==> config.mk <==
export PLATFORM = sky130hd
export DESIGN_NAME = fetch_unit
export DESIGN_NICKNAME = d
export VERILOG_FILES = /design/src/rtl/fetch_unit_pkg.sv /design/src/rtl/fetch_queue.sv /design/src/rtl/fetch_unit.sv
export SDC_FILE = /design/constraint.sdc
export NUM_CORES = 1
export LEC_CHECK = 0
export ABC_AREA = 1
export CAP_MARGIN = 0
export CORE_MARGIN = 2
export CORE_UTILIZATION = 53
export DETAILED_ROUTE_END_ITERATION = 10
export PLACE_DENSITY_LB_ADDON = 0.25
export SLEW_MARGIN = 20
export SYNTH_ARGS = -nofsm -noshare
export SYNTH_HDL_FRONTEND = slang
export SYNTH_SLANG_ARGS = --single-unit
==> constraint.sdc <==
create_clock -name clk -period 4.7 [get_ports clk]
set_input_delay 0.94 -clock clk [delete_from_list [all_inputs] [get_ports clk]]
set_output_delay 0.94 -clock clk [all_outputs]
set_load 0.05 [all_outputs]
==> src/rtl/fetch_unit_pkg.sv <==
// Shared RV32I fetch types: FSM states, queue entry layout and reset PC.
package rv32i_types;

    localparam logic [31:0] FETCH_RESET_PC = 32'h0000_0060;

    typedef enum logic [1:0] {
        FETCH_IDLE,
        FETCH_REQ,
        FETCH_DRAIN
    } fetch_state_t;

    typedef struct packed {
        logic [31:0] pc;
        logic [31:0] instr;
    } fetch_entry_t;

endpackage

==> src/rtl/fetch_queue.sv <==
// Circular FIFO of fetch entries with push/pop/flush, head read and occupancy.
// Pointers wrap naturally; count is one bit wider than the pointers.
module fetch_queue
    import rv32i_types::*;
#(
    parameter int QDEPTH = 2
) (
    input  logic                       clk,
    input  logic                       rst,
    input  logic                       i_push,
    input  logic                       i_pop,
    input  logic                       i_flush,
    input  fetch_entry_t               i_wdata,
    output fetch_entry_t               o_head,
    output logic [$clog2(QDEPTH):0]    o_count
);

    localparam int PTR_W = $clog2(QDEPTH);
    localparam int CNT_W = PTR_W + 1;

    logic [PTR_W-1:0] r_wr_ptr;
    logic [PTR_W-1:0] r_rd_ptr;
    logic [CNT_W-1:0] r_count;
    fetch_entry_t     r_mem [QDEPTH];

    logic w_do_push;
    logic w_do_pop;

    assign w_do_push = i_push && (r_count != CNT_W'(QDEPTH));
    assign w_do_pop  = i_pop && (r_count != '0);

    // NOTE: sequential state uses non-blocking assignments so every register
    // samples pre-edge values regardless of statement order.
    always_ff @(posedge clk or negedge rst) begin
        if (!rst) begin
            r_wr_ptr <= '0;
            r_rd_ptr <= '0;
            r_count  <= '0;
        end else if (i_flush) begin
            r_wr_ptr <= '0;
            r_rd_ptr <= '0;
            r_count  <= '0;
        end else begin
            if (w_do_push) r_wr_ptr <= r_wr_ptr + PTR_W'(1);
            if (w_do_pop)  r_rd_ptr <= r_rd_ptr + PTR_W'(1);
            r_count <= r_count + CNT_W'(w_do_push) - CNT_W'(w_do_pop);
        end
    end

    // NOTE: storage is not reset; the count alone decides which slots are
    // meaningful, and leaving it unreset keeps it a plain RAM.
    always_ff @(posedge clk) begin
        if (w_do_push && !i_flush) r_mem[r_wr_ptr] <= i_wdata;
    end

    assign o_head  = r_mem[r_rd_ptr];
    assign o_count = r_count;

endmodule

==> src/rtl/fetch_unit.sv <==
// RV32I instruction fetch stage: PC, memory read handshake, entry queue, redirects.
// Optional FETCH_BYPASS_EN: forward a response straight to decode when the queue is empty.
module fetch_unit
    import rv32i_types::*;
#(
    parameter logic [31:0] RESET_PC = FETCH_RESET_PC,
    parameter int          QDEPTH   = 2
) (
    input  logic        clk,
    input  logic        rst,
    output logic        inst_read,
    output logic [31:0] inst_addr,
    input  logic        inst_resp,
    input  logic [31:0] inst_rdata,
    input  logic        redirect,
    input  logic [31:0] redirect_pc,
    input  logic        dec_ready,
    output logic        dec_valid,
    output logic [31:0] dec_pc,
    output logic [31:0] dec_instr,
    output logic [6:0]  dec_opcode,
    output logic [2:0]  dec_funct3,
    output logic [6:0]  dec_funct7
);

    localparam int               CNT_W   = $clog2(QDEPTH) + 1;
    localparam logic [CNT_W-1:0] DEPTH_C = CNT_W'(QDEPTH);

    fetch_state_t     r_state;
    fetch_state_t     w_state_nxt;
    logic [31:0]      r_fetch_pc;
    logic [31:0]      w_fetch_pc_nxt;
    logic [31:0]      r_addr;
    logic [31:0]      w_addr_nxt;
    logic [31:0]      w_target;
    logic [31:0]      w_pc_plus4;
    logic             w_take;
    logic             w_bypass;
    logic             w_push;
    logic             w_pop;
    logic             w_room;
    logic [CNT_W-1:0] w_count;
    logic [CNT_W-1:0] w_count_nxt;
    fetch_entry_t     w_head;
    fetch_entry_t     w_wdata;
    fetch_entry_t     w_dec_entry;

    assign w_target   = redirect_pc & 32'hFFFF_FFFC;
    assign w_pc_plus4 = r_fetch_pc + 32'd4;
    assign w_take     = (r_state == FETCH_REQ) && inst_resp && !redirect;

`ifdef FETCH_BYPASS_EN
    assign w_bypass = w_take && (w_count == '0);
`else
    assign w_bypass = 1'b0;
`endif

    // Redirect wins over both queue operations; a bypassed word taken by
    // decode in the same cycle never lands in the queue.
    assign w_push      = w_take && !(w_bypass && dec_ready);
    assign w_pop       = !redirect && dec_ready && (w_count != '0);
    assign w_count_nxt = redirect ? '0 : (w_count + CNT_W'(w_push) - CNT_W'(w_pop));
    assign w_room      = w_count_nxt < DEPTH_C;
    assign w_wdata     = '{pc: r_fetch_pc, instr: inst_rdata};

    fetch_queue #(
        .QDEPTH (QDEPTH)
    ) u_queue (
        .clk     (clk),
        .rst     (rst),
        .i_push  (w_push),
        .i_pop   (w_pop),
        .i_flush (redirect),
        .i_wdata (w_wdata),
        .o_head  (w_head),
        .o_count (w_count)
    );

    always_ff @(posedge clk or negedge rst) begin
        if (!rst) begin
            r_state    <= FETCH_IDLE;
            r_fetch_pc <= RESET_PC;
            r_addr     <= RESET_PC;
        end else begin
            r_state    <= w_state_nxt;
            r_fetch_pc <= w_fetch_pc_nxt;
            r_addr     <= w_addr_nxt;
        end
    end

    // r_addr holds the address of the outstanding request; in DRAIN it keeps
    // the stale address while r_fetch_pc already points at the new target.
    // NOTE: every always_comb output gets a default first so no path leaves
    // it unassigned, which would infer a latch.
    always_comb begin
        w_state_nxt    = r_state;
        w_fetch_pc_nxt = r_fetch_pc;
        w_addr_nxt     = r_addr;
        case (r_state)
            FETCH_IDLE: begin
                if (redirect) begin
                    w_fetch_pc_nxt = w_target;
                    w_addr_nxt     = w_target;
                    w_state_nxt    = FETCH_REQ;
                end else if (w_room) begin
                    w_addr_nxt  = r_fetch_pc;
                    w_state_nxt = FETCH_REQ;
                end
            end
            FETCH_REQ: begin
                if (redirect) begin
                    w_fetch_pc_nxt = w_target;
                    if (inst_resp) begin
                        w_addr_nxt  = w_target;
                        w_state_nxt = FETCH_REQ;
                    end else begin
                        w_state_nxt = FETCH_DRAIN;
                    end
                end else if (inst_resp) begin
                    w_fetch_pc_nxt = w_pc_plus4;
                    if (w_room) begin
                        w_addr_nxt  = w_pc_plus4;
                        w_state_nxt = FETCH_REQ;
                    end else begin
                        w_state_nxt = FETCH_IDLE;
                    end
                end
            end
            FETCH_DRAIN: begin
                if (redirect) w_fetch_pc_nxt = w_target;
                if (inst_resp) begin
                    w_addr_nxt  = redirect ? w_target : r_fetch_pc;
                    w_state_nxt = FETCH_REQ;
                end
            end
            default: w_state_nxt = FETCH_IDLE;
        endcase
    end

    assign inst_read = (r_state != FETCH_IDLE);
    assign inst_addr = r_addr;

    // Empty-queue outputs are forced to zero rather than exposing stale RAM.
    always_comb begin
        dec_valid   = (w_count != '0);
        w_dec_entry = w_head;
        if (w_bypass) begin
            dec_valid   = 1'b1;
            w_dec_entry = w_wdata;
        end
        if (!dec_valid) w_dec_entry = '0;
    end

    assign dec_pc     = w_dec_entry.pc;
    assign dec_instr  = w_dec_entry.instr;
    assign dec_opcode = w_dec_entry.instr[6:0];
    assign dec_funct3 = w_dec_entry.instr[14:12];
    assign dec_funct7 = w_dec_entry.instr[31:25];

endmodule

==> impl_metrics.json, run 1 <==
{
  "status": "finished clean",
  "coreArea_um2": 18090,
  "setup_ws_ps": 1089,
  "period_needed_ps": 3611,
  "grt_max_degree": 93,
  "final.setup.tns_ps": 0,
  "grt_pass1_vias": 7901,
  "synth-edff-count": 128,
  "cts.sinks": 198,
  "grt.total_usage": 0.2528,
  "post_dp_cell_area_um2": 11650,
  "stdcell_area_um2": 12240,
  "max_stage_delay_ps": 710,
  "routed_via_density": 5.517,
  "cp.required_ps": 3760,
  "routed-via-count": 8314,
  "cp_slowest_cell": "clkdlybuf4s50_1",
  "max_cap_violations": 0,
  "ff2ff_setup_slack_ps": 1620,
  "cts.path.max_buffers": 2,
  "cp-start-kind": "register",
  "die-area_um2": 19670,
  "drt_wl_total_um": 24580,
  "synth_cells": 1128,
  "ys_ff_latch": 198,
  "tritoncts": "done",
  "area_growth_syn_to_layout_pct": 24.43,
  "overflow": 0,
  "p_leak_uw": 0.004957,
  "globalplace.congestion": 0.8625,
  "drive_above_1_share": 0.07277,
  "ys_async_sr_fraction": 0.3535,
  "die_y_um": 140.3,
  "avgSynthCellArea_um2": 8.723,
  "ant_nets": 0,
  "dp_hpwl_um": 16110,
  "reg2reg_to": "inst_addr[26]$_DFFE_PN0P_",
  "dr.pass1.iters": 5,
  "start_util": 0.5440,
  "cts-resized-gates": 0,
  "end_kind": "output port",
  "stdcell_count": 1507,
  "synthDistinctLibCells": 38,
  "synth_commonest_cells": "nand2_1, edfxtp_1, nor2_1",
  "post-cts-setup-buffers": 0,
  "synth_area_leaders": "edfxtp_1, dfrtp_1, nand2_1",
  "cts_htree_levels": 4,
  "power_density_nw_per_um2": 684.1,
  "crit_fanout": 38,
  "dp.cells": 1475,
  "clock_skew_ps": 10.40,
  "grt_setup_unrepaired": "no",
  "worst-r2r-cell-count": 13,
  "syn-num-nets": 1201,
  "path_clk_slew_ps": 80,
  "cts_buffers": 17,
  "worstPathCellList": "nor2_4 > buf_12 > a21oi_1 > clkdlybuf4s50_1",
  "criticalPathCategory": "register to output port",
  "endpoint": "dec_instr[12]",
  "final_core_util": 0.6769,
  "grt_pass1_wl_um": 39370,
  "yosys_warnings": 0,
  "slew_headroom": 0.2918,
  "netlist_area_um2": 9839,
  "placementRows": 49,
  "startpoint": "u_queue.o_count[1]$_DFF_PN0_",
  "drv_slew": 0,
  "r2r_start": "u_queue.o_count[1]$_DFF_PN0_",
  "antenna_found_initial": 0,
  "insertedDiodeCount": 0,
  "ir_drop_v": 0.0004795,
  "die_width_um": 140.3,
  "ys.flop_type": "edfxtp_1",
  "portBuffers": 181,
  "tightest_slew_ps": 1059,
  "clk_latency_ps": 430,
  "cts_root_buffer": "clkbuf_16",
  "period_share": 0.7683,
  "fmax_mhz": 276.9,
  "fin_nets": 1338,
  "final-hold-violation-count": 0,
  "synth_top_area_frac": 0.3906,
  "yosysSeqAreaShare": 0.5692,
  "setup_viol": 0,
  "io_pins": 184,
  "yosysMostFrequentCell": "nand2_1",
  "dp_slack_ps": 1308,
  "wl_per_cell_um": 16.31,
  "cts_hold_buf": 0,
  "synth.largest_area_cell": "edfxtp_1",
  "drc_errors": 0,
  "hold_class": "register to register",
  "crit_arrival_ps": 2670,
  "drtIter0Drc": 748
}
per-stage QoR:
step | total power [uW] | hold slack, ps
finish | 8376 | 482.0
global route | 8834 | 492.0
CTS | 8375 | 483.4
detailed placement | 6897 | 464.6
global placement | 6824 | 464.2
floorplan | 5669 | 457.7
registers in the layout, indices dropped and copies added, names as in the netlist:
signal            flops
u_queue.r_rd_ptr      1
u_queue.r_mem       128
inst_addr            32
r_fetch_pc           32
u_queue.r_wr_ptr      1
u_queue.o_count       2
r_state               2
power by group:
group	leakage, uW	internal (uW)	switching (uW)
clock	0.000276	797	670
combinational	0.00267	1240	2880
sequential	0.00201	2380	411
total	0.00496	4410	3960
logic make-up after synthesis:
| group | after synthesis | synth area share |
|---|---|---|
| and+or+nand+nor | 615 | 0.2631 |
| DFF | 198 | 0.5692 |
| AOI/OAI and AO/OA | 172 | 0.09385 |
| buffers and inverters | 135 | 0.06498 |
| adders and majority gates | 4 | 0.005087 |
| xor gates and xnor gates | 2 | 0.001781 |
| muxes | 2 | 0.002035 |
area by class of cell:
class,instances,area (um2)
inverters,61,229.0
clock buffers,17,425.4
flip-flops and latches,198,5602
fillers,1449,5843
multi-input cells,795,3622
clock inverters,15,168.9
repair buffers,192,1909
well taps,229,286.5
how the worst min path moves through the flow:
stage,slack (ps),cells past startpoint,end,from
4_1_cts,480,2,inst_addr[5]$_DFFE_PN1P_,inst_addr[5]$_DFFE_PN1P_
2_1_floorplan,460,0,u_queue.r_mem[0][32]$_DFFE_PP_,r_fetch_pc[0]$_DFFE_PN0P_
3_3_place_gp,460,2,inst_addr[5]$_DFFE_PN1P_,inst_addr[5]$_DFFE_PN1P_
5_1_grt,490,2,inst_addr[5]$_DFFE_PN1P_,inst_addr[5]$_DFFE_PN1P_
6_report,480,2,inst_addr[5]$_DFFE_PN1P_,inst_addr[5]$_DFFE_PN1P_
3_5_place_dp,460,2,inst_addr[23]$_DFFE_PN0P_,inst_addr[23]$_DFFE_PN0P_
cells in the final DEF, fill, tap and decap left out, types with 3 or more instances in the layout:
cell type / instances
nand2_4: 5
buf_4: 9
inv_2: 8
or2_2: 3
nand2_1: 390
clkdlybuf4s50_1: 179
clkbuf_16: 17
nor2_4: 8
nand3_1: 49
nand4_1: 31
ha_1: 4
clkinvlp_4: 5
o21ai_1: 9
nor3_1: 5
nand2_2: 5
a22oi_1: 6
dfrtp_1: 65
a21oi_1: 105
dfstp_2: 4
inv_6: 3
nor2_2: 6
o21ai_0: 35
nor2_1: 110
a21boi_0: 5
a21oi_2: 6
inv_1: 53
edfxtp_1: 128
per-layer routing:
metal	track usage	part of all wire	up-vias	routed length (um)
met5	0	0	-	0
met3	0.04821	0.086	38	2105
met4	0.09038	0.018	0	447
met1	0.3561	0.45	3871	11010
met2	0.3958	0.45	398	11020
li1	-	-	4007	-
critical path, delay by kind of cell (launching register included):
kind	cells	cell delay (ps)
AO/OA/AOI/OAI	1	100
flip-flops	1	470
AND/OR/NAND/NOR	1	640
buffers and inverters	2	1000
Note: power is estimated with default switching activity, not from simulation.
==> run 2, diff against run 1 <==
--- a/config.mk
+++ b/config.mk
@@ -8,7 +8,7 @@
 export ABC_AREA = 1
 export CAP_MARGIN = 0
 export CORE_MARGIN = 2
-export CORE_UTILIZATION = 53
+export CORE_UTILIZATION = 48
 export DETAILED_ROUTE_END_ITERATION = 10
 export PLACE_DENSITY_LB_ADDON = 0.25
 export SLEW_MARGIN = 20
==> constraint.sdc (replaced) <==
create_clock -name clk -period 3.3 [get_ports clk]
set_input_delay 0.66 -clock clk [delete_from_list [all_inputs] [get_ports clk]]
set_output_delay 0.66 -clock clk [all_outputs]
set_load 0.05 [all_outputs]
==> run 2 against run 1 <==
Global-route usage down 1.3 points; sequential share of layout area is 3.3 points lower; power grew 52%; utilization shrank 2.3 points; largest cell class unchanged.
==> impl_metrics.json, run 2 (synthesis results as in run 1) <==
{
  "slew_headroom": 0.4426,
  "grt_pass1_vias": 7830,
  "status": "finished clean",
  "hold_slack_ps": 314.3,
  "drc_errors": 0,
  "stdcell_count": 1555,
  "grt_pass1_wl_um": 40960,
  "criticalPathCategory": "register to output port",
  "cts_htree_levels": 4,
  "wl_per_cell_um": 16.64,
  "startpoint": "u_queue.o_count[1]$_DFF_PN0_",
  "hold_class": "primary input to async pin",
  "globalplace.congestion": 0.8958,
  "dr.pass1.iters": 6,
  "power_density_nw_per_um2": 967.5,
  "clk_latency_ps": 430,
  "cp-start-kind": "register",
  "dp.cells": 1523,
  "period_share": 0.8978,
  "io_pins": 184,
  "tritoncts": "done",
  "drt_wl_total_um": 25880,
  "fmax_mhz": 337.5,
  "grt_setup_unrepaired": "no",
  "r2r_start": "u_queue.o_count[1]$_DFF_PN0_",
  "dp_hpwl_um": 17760,
  "final_cell_mix": "nand2_1, edfxtp_1, nor2_1",
  "drtIter0Drc": 776,
  "ant_nets": 0,
  "grt_max_degree": 86,
  "insertedDiodeCount": 0,
  "cts_root_buffer": "clkbuf_16",
  "fin_nets": 1345,
  "placementRows": 52,
  "period_needed_ps": 2963,
  "antenna_found_initial": 0,
  "final_core_util": 0.6535,
  "grt.total_usage": 0.2401,
  "routed-via-count": 8330,
  "cp.required_ps": 2640,
  "overflow": 0,
  "cts.path.max_buffers": 2,
  "start_util": 0.4878,
  "die-area_um2": 21660,
  "die_width_um": 147.2,
  "cts-resized-gates": 0,
  "drv_slew": 0,
  "portBuffers": 181,
  "ir_drop_v": 0.0007575,
  "cts_buffers": 17,
  "post-cts-setup-buffers": 0,
  "cts_hold_buf": 0,
  "path_clk_slew_ps": 70,
  "end_kind": "output port",
  "area_growth_syn_to_layout_pct": 33.95,
  "p_leak_uw": 0.005386,
  "tightest_slew_ps": 836.2,
  "drive_above_1_share": 0.1409,
  "die_y_um": 147.2,
  "routed_via_density": 5.357,
  "crit_fanout": 22,
  "largest_register_ff_count": 128,
  "crit_arrival_ps": 2300,
  "coreArea_um2": 20170,
  "top_register": "u_queue.r_mem",
  "final_common_cell": "nand2_1",
  "clock_skew_ps": 15.61,
  "final-hold-violation-count": 0,
  "cts.sinks": 198,
  "max_cap_violations": 0,
  "setup_viol": 0
}
[run 2: cell types whose count changed in the layout (fill, tap and decap cells not counted), sizes merged]
cell,previous run,this run
bufinv,2,1
buf,13,102
clkinv,3,4
clkdlybuf4s50,179,97
[run 2: layout make-up]
| class | instances | area [um2] |
|---|---|---|
| fill | 1588 | 6989 |
| sequential | 198 | 5602 |
| multi-input combinational | 795 | 3622 |
| timing repair buffer | 199 | 2820 |
| clock buffer | 17 | 425.4 |
| tap | 270 | 337.8 |
| inverter | 61 | 229.0 |
| clock inverter | 15 | 143.9 |
[run 2: stage by stage]
stage	instance area [um2]	TNS [ps]	worst slack, ps	total power [uW]
finish	13180	0	337.1	12750
global route	13180	0	185.6	13450
CTS	13180	0	313.4	12780
detailed placement	12610	0	405.1	10760
global placement	12610	0	455.7	10650
floorplan	9844	-9107	-71.20	8069
[run 2: final timing paths]
check	to	slack, ps	cells after the start
min reg2reg	inst_addr[5]$_DFFE_PN1P_	480	2
min	r_fetch_pc[25]$_DFFE_PN0P_	310	1
max reg2reg	inst_addr[10]$_DFFE_PN0P_	740	13
min in group clk	inst_addr[5]$_DFFE_PN1P_	480	2
max in group asynchronous	r_fetch_pc[11]$_DFFE_PN0P_	2170	3
max	dec_valid	340	3
[run 2: layer usage]
| layer | part of all wire | GRT usage |
|---|---|---|
| met1 | 0.44 | 0.3442 |
| met2 | 0.46 | 0.3794 |
| met3 | 0.084 | 0.04472 |
| met4 | 0.017 | 0.06298 |
| met5 | 0 | 0 |
[run 2: worst max-delay path, stage by stage, from the launching register on]
cell and delay, ps:
dfrtp_1 480, nor2_4 510, inv_1 120, clkdlybuf4s50_1 750
[run 2: where the power goes]
group / switching (uW) / internal [uW]
Clock: 937 / 1060
Sequential: 609 / 3380
Combinational: 4310 / 2460
